`src/rtl/seq_divmod.sv`:
```
// Sequential restoring unsigned divider: quotient/remainder for a runtime divisor.
// Latency WIDTH edges (1 for divide-by-zero); a result is held in DONE until out_ready.
module seq_divmod #(
  parameter int WIDTH  = 8,
  parameter int DWIDTH = 4
) (
  input  logic              clock,
  input  logic              resetn,
  input  logic              in_valid,
  output logic              in_ready,
  input  logic [WIDTH-1:0]  dividend,
  input  logic [DWIDTH-1:0] divisor,
  output logic              out_valid,
  input  logic              out_ready,
  output logic [WIDTH-1:0]  quotient,
  output logic [DWIDTH-1:0] remainder,
  output logic              div_zero
);

  localparam int CW = $clog2(WIDTH + 1);

  typedef enum logic [1:0] {
    IDLE = 2'd0,
    CALC = 2'd1,
    DONE = 2'd2
  } state_t;

  state_t              state_q;
  logic [WIDTH-1:0]    qreg_q;
  logic [DWIDTH:0]     part_q;
  logic [DWIDTH-1:0]   div_q;
  logic [CW-1:0]       cnt_q;
  logic [WIDTH-1:0]    quot_q;
  logic [DWIDTH-1:0]   rem_q;
  logic                dz_q;
  logic                in_ready_q;
  logic                out_valid_q;

  logic [DWIDTH:0]     trial_d;
  logic                ge_d;
  logic [DWIDTH:0]     part_d;
  logic [WIDTH-1:0]    qreg_d;

  // One restoring step; the spare partial bit keeps the trial compare from overflowing.
  always_comb begin
    trial_d = {part_q[DWIDTH-1:0], qreg_q[WIDTH-1]};
    ge_d    = part_q[DWIDTH] | (trial_d >= {1'b0, div_q});
    part_d  = ge_d ? (trial_d - {1'b0, div_q}) : trial_d;
    qreg_d  = {qreg_q[WIDTH-2:0], ge_d};
  end

  always_ff @(posedge clock or negedge resetn) begin
    if (!resetn) begin
      state_q     <= IDLE;
      qreg_q      <= '0;
      part_q      <= '0;
      div_q       <= '0;
      cnt_q       <= '0;
      quot_q      <= '0;
      rem_q       <= '0;
      dz_q        <= 1'b0;
      in_ready_q  <= 1'b1;
      out_valid_q <= 1'b0;
    end else begin
      case (state_q)
        IDLE: begin
          if (in_valid && in_ready_q) begin
            qreg_q     <= dividend;
            div_q      <= divisor;
            part_q     <= '0;
            cnt_q      <= CW'(WIDTH);
            in_ready_q <= 1'b0;
            state_q    <= CALC;
          end
        end
        CALC: begin
          if (div_q == '0) begin
            // Zero divisor resolves in a single cycle with a saturated quotient.
            quot_q      <= '1;
            rem_q       <= qreg_q[DWIDTH-1:0];
            dz_q        <= 1'b1;
            out_valid_q <= 1'b1;
            state_q     <= DONE;
          end else begin
            qreg_q <= qreg_d;
            part_q <= part_d;
            cnt_q  <= cnt_q - CW'(1);
            if (cnt_q == CW'(1)) begin
              quot_q      <= qreg_d;
              rem_q       <= part_d[DWIDTH-1:0];
              dz_q        <= 1'b0;
              out_valid_q <= 1'b1;
              state_q     <= DONE;
            end
          end
        end
        DONE: begin
          if (out_ready) begin
            out_valid_q <= 1'b0;
            in_ready_q  <= 1'b1;
            state_q     <= IDLE;
          end
        end
        default: begin
          state_q     <= IDLE;
          in_ready_q  <= 1'b1;
          out_valid_q <= 1'b0;
        end
      endcase
    end
  end

  assign in_ready  = in_ready_q;
  assign out_valid = out_valid_q;
  assign quotient  = quot_q;
  assign remainder = rem_q;
  assign div_zero  = dz_q;

endmodule

```
`config.mk`:
```
export PLATFORM = sky130hd
export DESIGN_NAME = seq_divmod
export DESIGN_NICKNAME = d
export VERILOG_FILES = /design/src/rtl/seq_divmod.sv
export SDC_FILE = /design/constraint.sdc
export NUM_CORES = 1
export LEC_CHECK = 0
export CAP_MARGIN = 20
export CORE_UTILIZATION = 30
export CTS_BUF_LIST = sky130_fd_sc_hd__clkbuf_8
export DETAILED_ROUTE_END_ITERATION = 7
export SYNTH_ARGS = -nofsm -noshare
export SYNTH_HDL_FRONTEND = slang
export SYNTH_SLANG_ARGS = --single-unit
```
`constraint.sdc`:
```
create_clock -name clock -period 2.7 [get_ports clock]
set_input_delay 0.54 -clock clock [delete_from_list [all_inputs] [get_ports clock]]
set_output_delay 0.54 -clock clock [all_outputs]
set_load 0.02 [all_outputs]
```
==> qor.log <==
[clock_network] Setup Fix Bufs, Post-CTS 0
[global_route] Total Routing Usage GR 13.9%
[sta] worst max-slew margin expressed relative to the limit 43.2%
[synthesis] synthesis warning total 0
[power] switching part of the total power 40.7%
[clock_network] hold_buf cts 0
[global_route] aggregate global routing overflow 0
[synthesis] cell accounting for the most synthesized area sky130_fd_sc_hd__dfrtp_1
[floorplanning] effective utilization at floorplan 31.2%
[clock_network] TritonCTS clock tree yes
[route] final wirelength 3.99 mm
[synthesis] number of distinct library cell variants in the gate-level netlist after synthesis 42
[clock_network] number of buffers added by the clock tree synthesis step 5
[critical_path] cell-by-cell trace of the critical path inv_1, ha_1, a21oi_1, o21ai_1, a21boi_2, mux2_1, o21ai_1
[worst_hold_path] worst min-delay path category in2async
[power] share of total power in combinational logic 45.5%
[route] DRC marker count from the first detailed-route iteration 71
[synthesis] largest cells by area after synthesis sky130_fd_sc_hd__dfrtp_1 (50%), sky130_fd_sc_hd__nand2_1 (8.9%), sky130_fd_sc_hd__ha_1 (4.1%)
[final_layout] Final Util 39.1%
[sta] RSZ-0062 raised after global routing false
[sta] fmax 0.488 GHz
[synthesis] compound-cell area share of the yosys netlist 14.4%
[synthesis] share of synthesized area occupied by flip-flops and latches 51.5%
[power] internal power 0.00155 W
[floorplanning] Vert. Die Dim 80.5 microns
[synthesis] synthesized instance count 194
[power] static power due to leakage 1.05 nW
[route] vias after detailed routing 1437
[sta] post-route clock period utilization 76.0%
[sta] final critical path time including I/O delays and setup 2050 ps
[synthesis] area fraction in and, or, nand and nor cells after synthesis 22.7%
[critical_path] cell count along the critical path 7
[global_route] number of antenna violations at the first check in global routing 0
[floorplanning] Die Width 80.5 microns
[synthesis] post-synthesis cell area 1850 sq um
[clock_network] Clock Latency Late Sink 290 ps
[place] routability congestion estimate 0.806
[critical_path] crit path kind reg2reg
[critical_path] required time worst endpoint 2910 ps
[clock_network] clock sinks 38
[critical_path] Startpoint Class flip-flop
[power] switching power 0.00107 W
[route] number of design rule violations left after detail routing 0
[clock_network] Max clock buf depth 2
[clock_network] master cell of the clock root buffer sky130_fd_sc_hd__clkbuf_8
[synthesis] Post-synth EDFFs 0
[sta] number of max-slew violations in the final report 0
[critical_path] family of cells with the greatest summed delay on the critical path compound AO/OA/AOI/OAI gates
[final_layout] proportion of layout cells with a drive suffix above 1 8.73%
[critical_path] FF-to-FF path depth 7
[global_route] vias in the first global route 1338
[final_layout] layout overhead on the synthesized area 25.3%
[synthesis] largest family of logic cells by synthesized area simple AND/OR/NAND/NOR gates
[critical_path] worst endpoint data arrival time 2260 ps
[synthesis] syn avg cell area 9.53 sq um
[power] sequential group share of total power 38.8%
[synthesis] Yosys top cell area share 50.1%
[critical_path] highest fanout seen on the critical path 6
[critical_path] kind of end point of the critical path flip-flop
[synthesis] async set-reset flop share out of synthesis 100%
[power] clock network fraction of total power 15.7%
[floorplanning] total number of placement rows 28
[synthesis] nets in the synthesized netlist 217
[sta] final number of setup-violating endpoints 0
[floorplanning] placeable core area 5920 sq um
[sta] worst hold margin 346 ps
[outcome] run status finished, final reports clean
[power] maximum VDD drop 0.449 mV
[critical_path] critical register-to-register path startpoint div_q[2]$_DFFE_PN0P_
[clock_network] Resized Gates After CTS 0
[sta] transition time at the pin with the least slew margin 853 ps
[floorplanning] Die Area 6480 sq um
[place] Final HPWL DP 2.90 mm
[critical_path] most common cell type on the critical path sky130_fd_sc_hd__o21ai_1
[synthesis] adder and majority cell fraction of the synthesized area 5.14%
[critical_path] delay of the slowest cell on the worst path 390 ps
[critical_path] Critical Path Source div_q[2]$_DFFE_PN0P_
[sta] number of endpoints with negative hold slack in the final report 0
[synthesis] area share of xor/xnor cells in the synthesized design 1.89%
[flow_run] Max Cap Viol 0
[floorplanning] number of top-level pins 31
[route] via/cell ratio 4.73
[sta] setup tns final 0 ps
[synthesis] fraction of synthesized area in multiplexers 1.69%
[synthesis] flop and latch count out of synthesis 38
[global_route] maximum number of pins on one net before global-route repair 39
[final_layout] n_diodes 0
[synthesis] leading register cell type out of synthesis sky130_fd_sc_hd__dfrtp_1
[critical_path] number of buffer and inverter stages on the critical path 1
[critical_path] slowest stage cell on the critical path sky130_fd_sc_hd__dfrtp_1
[route] remaining number of nets flagged by the antenna check after routing 0
[clock_network] H-Tree Depth 2
[route] routed length per placed instance 13.1 microns
[global_route] wire length of the first global-routing pass 6.62 mm
[final_layout] fin nets 251
[route] 1st-pass router iterations 4
[power] power density over the cells 1130 nW/um^2
[place] number of I/O port buffers 30
[sta] Fin Clk Skew 9.37 ps
[clock_network] register clock-pin slew on the reported worst setup and hold paths 80 ps
==> through the flow <==
step                      total power (W)  cells  instance area (sq um)  worst slack [ps]
after floorplan                   0.00183    194                   1850               872
after global placement            0.00221    296                   2220               714
after detailed placement          0.00222    296                   2220               682
after CTS                         0.00264    304                   2320               651
after global routing              0.00284    304                   2320               488
final                             0.00262    304                   2320               649
==> kinds of logic after synthesis <==
family,after synthesis
adder cells (fa/ha/maj),7
AND/OR/NAND/NOR,89
AO/OA/AOI/OAI,42
flip-flops,38
multiplexers,3
buffers and inverters,11
XOR/XNOR,4
==> flip-flops by register name (all words and copies together) (netlist names) <==
signal	cells
qreg_q	8
quotient	8
part_q	5
cnt_q	4
div_q	4
remainder	4
state_q	2
div_zero	1
in_ready	1
out_valid	1
==> final timing paths <==
path | slack [ps] | to
max in group asynchronous | 1810 | part_q[2]$_DFFE_PN0P_
min reg2reg | 480 | div_zero$_DFFE_PN0P_
min | 350 | quotient[7]$_DFFE_PN0P_
min in group clock | 480 | div_zero$_DFFE_PN0P_
max | 650 | part_q[0]$_DFFE_PN0P_
max reg2reg | 650 | part_q[0]$_DFFE_PN0P_
==> cells in the mapped netlist, types with 2 or more instances <==
cell,n
sky130_fd_sc_hd__a21oi_1,5
sky130_fd_sc_hd__a22oi_1,8
sky130_fd_sc_hd__a31oi_1,4
sky130_fd_sc_hd__buf_4,2
sky130_fd_sc_hd__dfrtp_1,37
sky130_fd_sc_hd__ha_1,6
sky130_fd_sc_hd__inv_1,7
sky130_fd_sc_hd__mux2i_1,2
sky130_fd_sc_hd__nand2_1,44
sky130_fd_sc_hd__nand2_2,3
sky130_fd_sc_hd__nand2b_1,2
sky130_fd_sc_hd__nand3_1,12
sky130_fd_sc_hd__nor2_1,14
sky130_fd_sc_hd__nor2b_1,3
sky130_fd_sc_hd__o21ai_0,5
sky130_fd_sc_hd__o21ai_1,11
sky130_fd_sc_hd__o31ai_1,2
sky130_fd_sc_hd__xnor2_1,2
sky130_fd_sc_hd__xor2_1,2
==> area by class of cell <==
cell class | count | area [sq um]
Clock buffer | 6 | 82.6
Clock inverter | 2 | 12.5
Fill cell | 590 | 3600
Inverter | 7 | 26.3
Multi-Input combinational cell | 145 | 847
Sequential cell | 38 | 952
Tap cell | 75 | 93.8
Timing Repair Buffer | 31 | 303
==> layout by cell type (no fill, tap or decap), types with 2 or more instances in the layout <==
cell	instances
sky130_fd_sc_hd__nor2_1	14
sky130_fd_sc_hd__xnor2_1	2
sky130_fd_sc_hd__a22oi_1	8
sky130_fd_sc_hd__o31ai_1	2
sky130_fd_sc_hd__clkbuf_8	6
sky130_fd_sc_hd__a21oi_1	5
sky130_fd_sc_hd__dfrtp_1	37
sky130_fd_sc_hd__inv_1	7
sky130_fd_sc_hd__nand2b_1	2
sky130_fd_sc_hd__nand2_1	44
sky130_fd_sc_hd__a31oi_1	4
sky130_fd_sc_hd__xor2_1	2
sky130_fd_sc_hd__o21ai_0	5
sky130_fd_sc_hd__ha_1	6
sky130_fd_sc_hd__mux2i_1	2
sky130_fd_sc_hd__clkdlybuf4s50_1	29
sky130_fd_sc_hd__nand2_2	3
sky130_fd_sc_hd__nand3_1	12
sky130_fd_sc_hd__o21ai_1	11
sky130_fd_sc_hd__nor2b_1	3
==> power by group through the flow <==
stage,registers (W),clock network (W),logic (W)
floorplan,0.00107,0,0.000757
global placement,0.00102,0,0.00118
detailed placement,0.00103,0,0.00119
CTS,0.00102,0.000420,0.00120
global route,0.00105,0.000444,0.00134
finish,0.00102,0.000411,0.00119
==> per-layer routing <==
metal  global-route usage, %  up-vias  part of all wire (%)
li1                        -      743                     -
met1                    19.2      658                    51
met2                    19.7       27                    42
met3                    4.32        9                   4.2
met4                    6.07        0                   2.7
met5                       0        -                     0
Power figures use the tool's default switching activity.
